===== src/rtl/fetch_stage_pkg.sv =====
// Shared CPU package: fetch defaults, NOP encoding, fetch FSM states and
// the opcode/funct constants consumed by the control decoder.
package fetch_stage_pkg;

    localparam logic [31:0] RESET_PC_DEFAULT = 32'h0000_0000;
    localparam logic [31:0] NOP_INSTR        = 32'h0000_0000; // sll $0,$0,0
    localparam logic [31:0] PC_STEP          = 32'h0000_0004;
    localparam logic [31:0] PC_ALIGN_MASK    = 32'hFFFF_FFFC;

    // Fetch FSM: RUN fetches normally, HALTED is left only by reset.
    typedef enum logic [0:0] {
        ST_RUN    = 1'b0,
        ST_HALTED = 1'b1
    } fetch_state_e;

    // Opcodes (instr[31:26]) understood by the control decoder.
    localparam logic [5:0] OP_RTYPE = 6'h00;
    localparam logic [5:0] OP_J     = 6'h02;
    localparam logic [5:0] OP_JAL   = 6'h03;
    localparam logic [5:0] OP_BEQ   = 6'h04;
    localparam logic [5:0] OP_BNE   = 6'h05;
    localparam logic [5:0] OP_ADDI  = 6'h08;
    localparam logic [5:0] OP_LW    = 6'h23;
    localparam logic [5:0] OP_SW    = 6'h2B;

    // Function codes (instr[5:0]) for R-type instructions.
    localparam logic [5:0] FUNCT_SLL     = 6'h00;
    localparam logic [5:0] FUNCT_JR      = 6'h08;
    localparam logic [5:0] FUNCT_SYSCALL = 6'h0C;
    localparam logic [5:0] FUNCT_ADD     = 6'h20;
    localparam logic [5:0] FUNCT_SUB     = 6'h22;

    // Force a fetch target onto a word boundary.
    function automatic logic [31:0] align_pc(input logic [31:0] addr);
        return addr & PC_ALIGN_MASK;
    endfunction

endpackage


===== src/rtl/fetch_stage_ifid_reg.sv =====
// IF/ID pipeline register with bubble/hold/load control and a count of
// instructions accepted into ID.
module ifid_reg
    import fetch_stage_pkg::*;
(
    input  logic        clk,
    input  logic        rst,
    input  logic        bubble,
    input  logic        hold,
    input  logic [31:0] instr_in,
    input  logic [31:0] pc_plus4_in,
    output logic [31:0] id_instr,
    output logic [31:0] id_pc_plus4,
    output logic        id_valid,
    output logic [31:0] fetch_count
);

    logic [31:0] instr_q,    instr_d;
    logic [31:0] pc_plus4_q, pc_plus4_d;
    logic        valid_q,    valid_d;
    logic [31:0] count_q,    count_d;

    // Next-state: bubble beats hold, hold beats load; only a load counts.
    always_comb begin
        instr_d    = instr_q;
        pc_plus4_d = pc_plus4_q;
        valid_d    = valid_q;
        count_d    = count_q;
        if (bubble) begin
            instr_d    = NOP_INSTR;
            pc_plus4_d = 32'h0000_0000;
            valid_d    = 1'b0;
        end else if (hold) begin
            instr_d    = instr_q;
            pc_plus4_d = pc_plus4_q;
            valid_d    = valid_q;
        end else begin
            instr_d    = instr_in;
            pc_plus4_d = pc_plus4_in;
            valid_d    = 1'b1;
            count_d    = count_q + 32'd1;
        end
    end

    // Register update with synchronous reset to a bubble and zero count.
    always_ff @(posedge clk) begin
        if (rst) begin
            instr_q    <= NOP_INSTR;
            pc_plus4_q <= 32'h0000_0000;
            valid_q    <= 1'b0;
            count_q    <= 32'h0000_0000;
        end else begin
            instr_q    <= instr_d;
            pc_plus4_q <= pc_plus4_d;
            valid_q    <= valid_d;
            count_q    <= count_d;
        end
    end

    assign id_instr    = instr_q;
    assign id_pc_plus4 = pc_plus4_q;
    assign id_valid    = valid_q;
    assign fetch_count = count_q;

endmodule


===== src/rtl/fetch_stage.sv =====
// Instruction fetch stage: PC register, RUN/HALTED FSM and the IF/ID register.
module fetch_stage
    import fetch_stage_pkg::*;
#(
    parameter logic [31:0] RESET_PC = RESET_PC_DEFAULT
) (
    input  logic        clk,
    input  logic        rst,
    input  logic        stall,
    input  logic        flush,
    input  logic        redirect_valid,
    input  logic [31:0] redirect_pc,
    input  logic        halt,
    output logic [31:0] imem_addr,
    input  logic [31:0] imem_rdata,
    output logic [31:0] id_instr,
    output logic [31:0] id_pc_plus4,
    output logic        id_valid,
    output logic [5:0]  id_op_code,
    output logic [5:0]  id_funct,
    output logic        halted,
    output logic [31:0] fetch_count
);

    logic [31:0]  pc_q, pc_d;
    fetch_state_e state_q, state_d;
    logic [31:0]  pc_plus4_s;
    logic         halt_entry_s;
    logic         ifid_bubble_s;
    logic         ifid_hold_s;

    assign pc_plus4_s = pc_q + PC_STEP;

    // Next PC, FSM transition and IF/ID control. A halt only counts when
    // the instruction in ID is real; once HALTED every input is ignored.
    always_comb begin
        pc_d          = pc_q;
        state_d       = state_q;
        halt_entry_s  = 1'b0;
        ifid_bubble_s = 1'b0;
        ifid_hold_s   = 1'b0;
        case (state_q)
            ST_RUN: begin
                if (redirect_valid) begin
                    pc_d = align_pc(redirect_pc);
                end else if (stall) begin
                    pc_d = pc_q;
                end else begin
                    pc_d = pc_plus4_s;
                end
                if (halt && id_valid) begin
                    halt_entry_s = 1'b1;
                    state_d      = ST_HALTED;
                end else begin
                    state_d      = ST_RUN;
                end
                ifid_bubble_s = flush | redirect_valid | halt_entry_s;
                ifid_hold_s   = stall;
            end
            ST_HALTED: begin
                pc_d          = pc_q;
                state_d       = ST_HALTED;
                ifid_bubble_s = 1'b1;
                ifid_hold_s   = 1'b0;
            end
            default: begin
                pc_d          = pc_q;
                state_d       = ST_RUN;
                ifid_bubble_s = 1'b1;
                ifid_hold_s   = 1'b0;
            end
        endcase
    end

    // PC and FSM state registers with synchronous reset.
    always_ff @(posedge clk) begin
        if (rst) begin
            pc_q    <= RESET_PC;
            state_q <= ST_RUN;
        end else begin
            pc_q    <= pc_d;
            state_q <= state_d;
        end
    end

    ifid_reg u_ifid_reg (
        .clk         (clk),
        .rst         (rst),
        .bubble      (ifid_bubble_s),
        .hold        (ifid_hold_s),
        .instr_in    (imem_rdata),
        .pc_plus4_in (pc_plus4_s),
        .id_instr    (id_instr),
        .id_pc_plus4 (id_pc_plus4),
        .id_valid    (id_valid),
        .fetch_count (fetch_count)
    );

    assign imem_addr  = pc_q;
    assign halted     = (state_q == ST_HALTED);
    assign id_op_code = id_instr[31:26];
    assign id_funct   = id_instr[5:0];

endmodule

===== config.mk =====
export PLATFORM = sky130hd
export DESIGN_NAME = fetch_stage
export DESIGN_NICKNAME = d
export VERILOG_FILES = /design/src/rtl/fetch_stage_pkg.sv /design/src/rtl/fetch_stage_ifid_reg.sv /design/src/rtl/fetch_stage.sv
export SDC_FILE = /design/constraint.sdc
export NUM_CORES = 1
export LEC_CHECK = 0
export ABC_CLOCK_PERIOD_IN_PS = 2200
export CAP_MARGIN = 10
export CORE_MARGIN = 3
export CORE_UTILIZATION = 44
export DETAILED_ROUTE_END_ITERATION = 16
export PLACE_DENSITY = 0.85
export SYNTH_ARGS = -nofsm -noshare
export SYNTH_HDL_FRONTEND = slang
export SYNTH_SLANG_ARGS = --single-unit

===== constraint.sdc =====
create_clock -name clk -period 2.2 [get_ports clk]
set_input_delay 0.44 -clock clk [delete_from_list [all_inputs] [get_ports clk]]
set_output_delay 0.44 -clock clk [all_outputs]
set_load 0.05 [all_outputs]

==> flow_summary.yaml, run 1 <==
route:
  drc: 0
  wirelength_um: 19400
  num_vias: 6398
  drtIter0Drc: 564
  wl_per_cell_um: 16.7
  drt_pre_antenna_iters: 5
  ant_nets: 0
  vias_per_cell: 5.51
worst_setup_path:
  cp_slowest_cell: "clkdlybuf4s50_1"
  crit_type: "reg2out"
  crit_required_ns: 1.76
  worstPathArrival_ns: 1.71
  crit_path_max_incr_delay_ns: 0.81
  path_max_fanout: 5
  rrSetupSlack_ns: 0.09
  cp-start-kind: "flop"
  critical_path.cell_chain: "buf_4 -> clkdlybuf4s50_1"
  crit_path_end_kind: "output port"
grt:
  gr-total-overflow: 0
  grt_pass1_wl_um: 30200
  first_global_vias: 5920
  grt_max_degree: 58
  antenna_found_initial: 0
  track_usage_pct: 25.3
placement:
  portBuffers: 205
  hpwlAfterDp_um: 13900
  gp_congestion: 0.904
  dp_worst_setup_slack_ns: -0.143
synthesis:
  syn_avg_cell_area_um2: 7.91
  syn_inst: 761
  yosys_register_bits: 126
  ys_top_cells_by_area: "dfxtp_1 42%, nand2_1 7.3%, a21oi_1 6.1%"
  synth_top_area_share_pct: 41.9
  syn_area_mm2: 0.00602
  yosys.area_share.simple_pct: 26.2
  synth_fa_ha_area_share_pct: 0.416
  yosys_warnings: 0
  synth_compound_area_share_pct: 16.5
  yosysMostFrequentCell: "dfxtp_1"
  synth_edf_count: 0
  ys_async_sr_fraction_pct: 0
  synth_common_cells: "126 x dfxtp_1, 117 x nand2_1, 75 x nor2_1"
  synthDistinctLibCells: 56
  synthXorXnorAreaFrac_pct: 6.99
  ys_seq_area_share_pct: 41.9
  yosys.area.top_type: "dfxtp_1"
  muxShareOfSynthArea_pct: 1.83
  synth_top_family_by_area: "simple AND/OR/NAND/NOR gates"
  synth_flop_cell: "dfxtp_1"
layout:
  final_net_count: 1045
  diodes: 0
  drive_above_1_share_pct: 11.9
  synthToLayoutAreaGrowth_pct: 49.9
  finalCoreUtilization_pct: 67.8
sta:
  setup_slack_ns: 0.0519
  worst_pin_slew_ns: 0.571
  skew_ns: 0.00618
  setup_viol: 0
  slew_violations: 0
  rsz0062_at_grt: "no"
  period_needed_ns: 2.15
  holdWs_ns: 0.449
  fmax_mhz: 466
  hold_violations: 0
  slew_headroom_pct: 61.9
  timing.final.crit_share_pct: 97.6
pwr:
  totalPowerFinal_mw: 6.09
  total_leakage_power_nw: 3.37
  powerDensity_mw_per_mm2: 675
  irDropWorstVdd_uv: 439
clocking:
  cts_tree: "done"
  cts_sinks: 126
  cts_buffers: 17
  post_cts_buffers: 0
  path_clk_slew_ns: 0.06
  clk_latency_ns: 0.42
  root_buffer: "clkbuf_16"
  ctsLongestPathBuffers: 2
  h-tree-depth: 4
die:
  rows: 42
  fp.coreArea_mm2: 0.0133
  die_w_um: 123
  dieHeight_um: 123
  num_io_pins: 212
  die_area_mm2: 0.0151
  start_util_pct: 45.2
status:
  status: "finished, final reports clean"
hold_path:
  hp-class: "reg2reg"
run:
  cap_violations: 0
worst max-delay path, delay by kind of cell (launching register included):
family / cells / cell delay (ns)
buffers and inverters: 2 / 0.95
flip-flops: 1 / 0.34
cells by family after synthesis:
group                    after synthesis
AO/OA/AOI/OAI                        168
buffers and inverters                 79
adder cells (fa/ha/maj)                2
AND/OR/NAND/NOR                      326
multiplexers                          11
XOR/XNOR                              48
flip-flops                           126
other                                  1
power by group:
| part | total [mW] | switching, mW | internal, mW |
|---|---|---|---|
| Combinational | 0.949 | 0.574 | 0.375 |
| Sequential | 2.43 | 0.0830 | 2.35 |
| Clock | 2.71 | 1.04 | 1.66 |
layer usage:
layer	track usage (%)	vias to the layer above	wire (µm)
met2	39.6	344	8880
met3	8.97	72	2000
met5	0	-	0
li1	-	3062	-
met4	12.5	0	744
met1	30.9	2920	7790
final cells by class:
type	count	area, µm²
clock inverter	13	143
inverter	3	11.3
timing repair buffer	266	2530
sequential	126	2530
tap	176	220
clock buffer	18	429
multi-input combinational	559	3150
fill	1070	4280
repair_timing:
item	CTS	global route
cloned	0	0
pin swaps	0	0
setup endpoints to repair	8	4
resized for setup	8	4
hold endpoints to repair	0	0
hold buffers	0	0
placed cells by master (no fill, tap or decap), types with 5 or more instances in the layout:
| cell | n |
|---|---|
| a211oi_1 | 12 |
| a21oi_1 | 72 |
| a22oi_1 | 5 |
| a31oi_1 | 6 |
| and3_1 | 15 |
| and4_1 | 6 |
| buf_4 | 63 |
| clkbuf_16 | 17 |
| clkdlybuf4s50_1 | 185 |
| dfxtp_1 | 119 |
| dfxtp_2 | 7 |
| dlygate4sd2_1 | 8 |
| mux2i_1 | 11 |
| nand2_1 | 117 |
| nand3_1 | 29 |
| nand4_1 | 21 |
| nor2_1 | 75 |
| nor2b_1 | 7 |
| nor3_1 | 15 |
| nor4_1 | 8 |
| o21ai_0 | 39 |
| o31ai_1 | 6 |
| or3_1 | 9 |
| xnor2_1 | 19 |
| xor2_1 | 29 |
sequential cells by signal, summed over array words and instances (netlist names):
signal	count
u_ifid_reg.id_valid	1
u_ifid_reg.fetch_count	32
u_ifid_reg.id_pc_plus4	30
imem_addr	30
u_ifid_reg.id_instr	32
halted	1
stage by stage:
step                      std cells  TNS (ns)  instance area (µm²)
after floorplan                 764         0                 6040
after global placement         1130    -0.635                 8440
after detailed placement       1130     -1.13                 8440
after CTS                      1161         0                 9000
after global routing           1161         0                 9010
final                          1161         0                 9010
worst paths after layout:
kind,start,endpoint,cells after the start
worst max register to register,imem_addr[11]$_SDFFE_PP0P_,imem_addr[30]$_SDFFE_PP0P_,5
worst min register to register,u_ifid_reg.id_instr[15]$_SDFFE_PP0N_,u_ifid_reg.id_instr[15]$_SDFFE_PP0N_,2
worst max-delay path,imem_addr[7]$_SDFFE_PP0P_,imem_addr[7],2
worst min-delay path,u_ifid_reg.id_instr[15]$_SDFFE_PP0N_,u_ifid_reg.id_instr[15]$_SDFFE_PP0N_,2
Power figures use the tool's default switching activity.
==> inputs of run 2 (changes only) <==
ABC_CLOCK_PERIOD_IN_PS = 2300   (was 2200)
PLACE_DENSITY = unset   (was 0.85)
PLACE_DENSITY_LB_ADDON = 0.15   (was unset)
SLEW_MARGIN = 30   (was unset)
clock period = 2.3 ns   (was 2.2 ns; I/O delays follow)
==> flow_summary.yaml, run 2 (synthesis results as in run 1) <==
status:
  status: "finished, final reports clean"
die:
  die_w_um: 123
  fp.coreArea_mm2: 0.0133
  die_area_mm2: 0.0151
  rows: 42
  num_io_pins: 212
  dieHeight_um: 123
  start_util_pct: 45.2
worst_setup_path:
  cpLargestDelayFamily: "buffers and inverters"
  cp_slowest_cell: "clkdlybuf4s50_1"
  crit_type: "reg2out"
  r2r_start: "imem_addr[2]$_SDFFE_PP0P_"
  crit_path_max_incr_delay_ns: 0.87
  crit_path_end_kind: "output port"
  ff2ff_path_depth: 6
  critPathBufInv: 1
  path_max_fanout: 8
  worstPathArrival_ns: 1.79
  critical_path.cell_chain: "clkdlybuf4s50_1"
  crit_required_ns: 1.84
  timing.critical_path.from: "imem_addr[26]$_SDFFE_PP0P_"
  cp-start-kind: "flop"
  worst-path-stages: 1
route:
  wl_per_cell_um: 16.3
  ant_nets: 0
  drtIter0Drc: 495
  wirelength_um: 18900
  num_vias: 6259
  vias_per_cell: 5.40
  drt_pre_antenna_iters: 5
  drc: 0
sta:
  setup_tns_ns: 0
  holdWs_ns: 0.448
  worst_pin_slew_ns: 0.675
  hold_violations: 0
  slew_violations: 0
  rsz0062_at_grt: "no"
  slew_headroom_pct: 55.0
  timing.final.crit_share_pct: 98.0
  fmax_mhz: 444
  period_needed_ns: 2.25
  setup_viol: 0
  skew_ns: 0.00646
layout:
  final_net_count: 1042
  fillers: 1092
  finalCoreUtilization_pct: 68.1
  fin_cells: 1160
  synthToLayoutAreaGrowth_pct: 50.5
  layout_common_cells: "197 x clkdlybuf4s50_1, 124 x dfxtp_1, 117 x nand2_1, 75 x nor2_1, 72 x a21oi_1"
  mostFrequentLayoutCell: "clkdlybuf4s50_1"
  drive_above_1_share_pct: 10.8
pwr:
  clkPwrFrac_pct: 46.9
  irDropWorstVdd_uv: 386
  powerDensity_mw_per_mm2: 674
  switching_share_pct: 26.1
  pwr-share-seq_pct: 38.0
  totalPowerFinal_mw: 6.10
  total_leakage_power_nw: 3.35
  intPower_mw: 4.51
  p_sw_mw: 1.59
  p_comb_share_pct: 15.1
grt:
  first_global_vias: 5930
  track_usage_pct: 24.8
  grt_pass1_wl_um: 29600
  grt_max_degree: 66
  gr-total-overflow: 0
  antenna_found_initial: 1
clocking:
  path_clk_slew_ns: 0.06
  cts_buffers: 17
  cts_sinks: 126
  clk_latency_ns: 0.41
  ctsLongestPathBuffers: 2
  post_cts_buffers: 0
  h-tree-depth: 4
  cts_tree: "done"
  root_buffer: "clkbuf_16"
placement:
  portBuffers: 205
  hpwlAfterDp_um: 13900
  place_inst: 1127
  gp_congestion: 0.903
run:
  cap_violations: 0
hold_path:
  worstHoldStart: "u_ifid_reg.id_instr[13]$_SDFFE_PP0N_"
  hp-class: "reg2reg"
  hold_depth: 2
## run 2: worst paths after layout
path	endpoint	slack [ns]
worst max-delay path	imem_addr[26]	0.05
worst min-delay path	u_ifid_reg.id_instr[13]$_SDFFE_PP0N_	0.45
worst max register to register	imem_addr[31]$_SDFFE_PP0P_	0.21
worst min register to register	u_ifid_reg.id_instr[13]$_SDFFE_PP0N_	0.45
## run 2: layer usage
layer | wire [µm] | GRT usage, % | part of all wire (%)
met1 | 8230 | 33.2 | 43
met3 | 1620 | 6.91 | 8.6
met5 | 0 | 0 | 0
met4 | 418 | 9.52 | 2.2
met2 | 8650 | 38.1 | 46
## run 2: repair_timing
item,CTS,global route
gates resized for setup,0,4
setup endpoints to repair,0,4
hold buffers,0,0
## run 2: worst reg2reg max path, delay by kind of cell, from the launching register on
family | cells | cell delay (ns)
AO/OA/AOI/OAI | 1 | 0.09
buffers and inverters | 1 | 0.18
flip-flops | 1 | 0.39
multiplexers | 1 | 0.23
AND/OR/NAND/NOR | 3 | 1.04
## run 2: power groups by stage
stage	clock network (mW)	registers [mW]	logic, mW
after global placement	0	2.36	0.909
final	2.86	2.32	0.923
after global routing	3.02	2.32	0.984
after CTS	2.92	2.31	0.920
after floorplan	0	2.56	0.333
after detailed placement	0	2.36	0.917
## run 2: stage by stage
| step | setup slack, ns | area [µm²] |
|---|---|---|
| global placement | -0.0766 | 8410 |
| CTS | 0.0264 | 9040 |
| global route | 0.000596 | 9050 |
| floorplan | 0.0373 | 6030 |
| detailed placement | -0.144 | 8410 |
| finish | 0.0461 | 9050 |
## run 2: final cells by class
cell class | count | area, µm² | share of cell area (%)
Antenna cell | 1 | 2.50 | 0.0276
Clock inverter | 10 | 159 | 1.76
Clock buffer | 22 | 474 | 5.24
Sequential cell | 126 | 2520 | 27.9
Tap cell | 176 | 220 | 2.43
Inverter | 3 | 11.3 | 0.124
Timing Repair Buffer | 263 | 2510 | 27.7
Multi-Input combinational cell | 559 | 3150 | 34.8
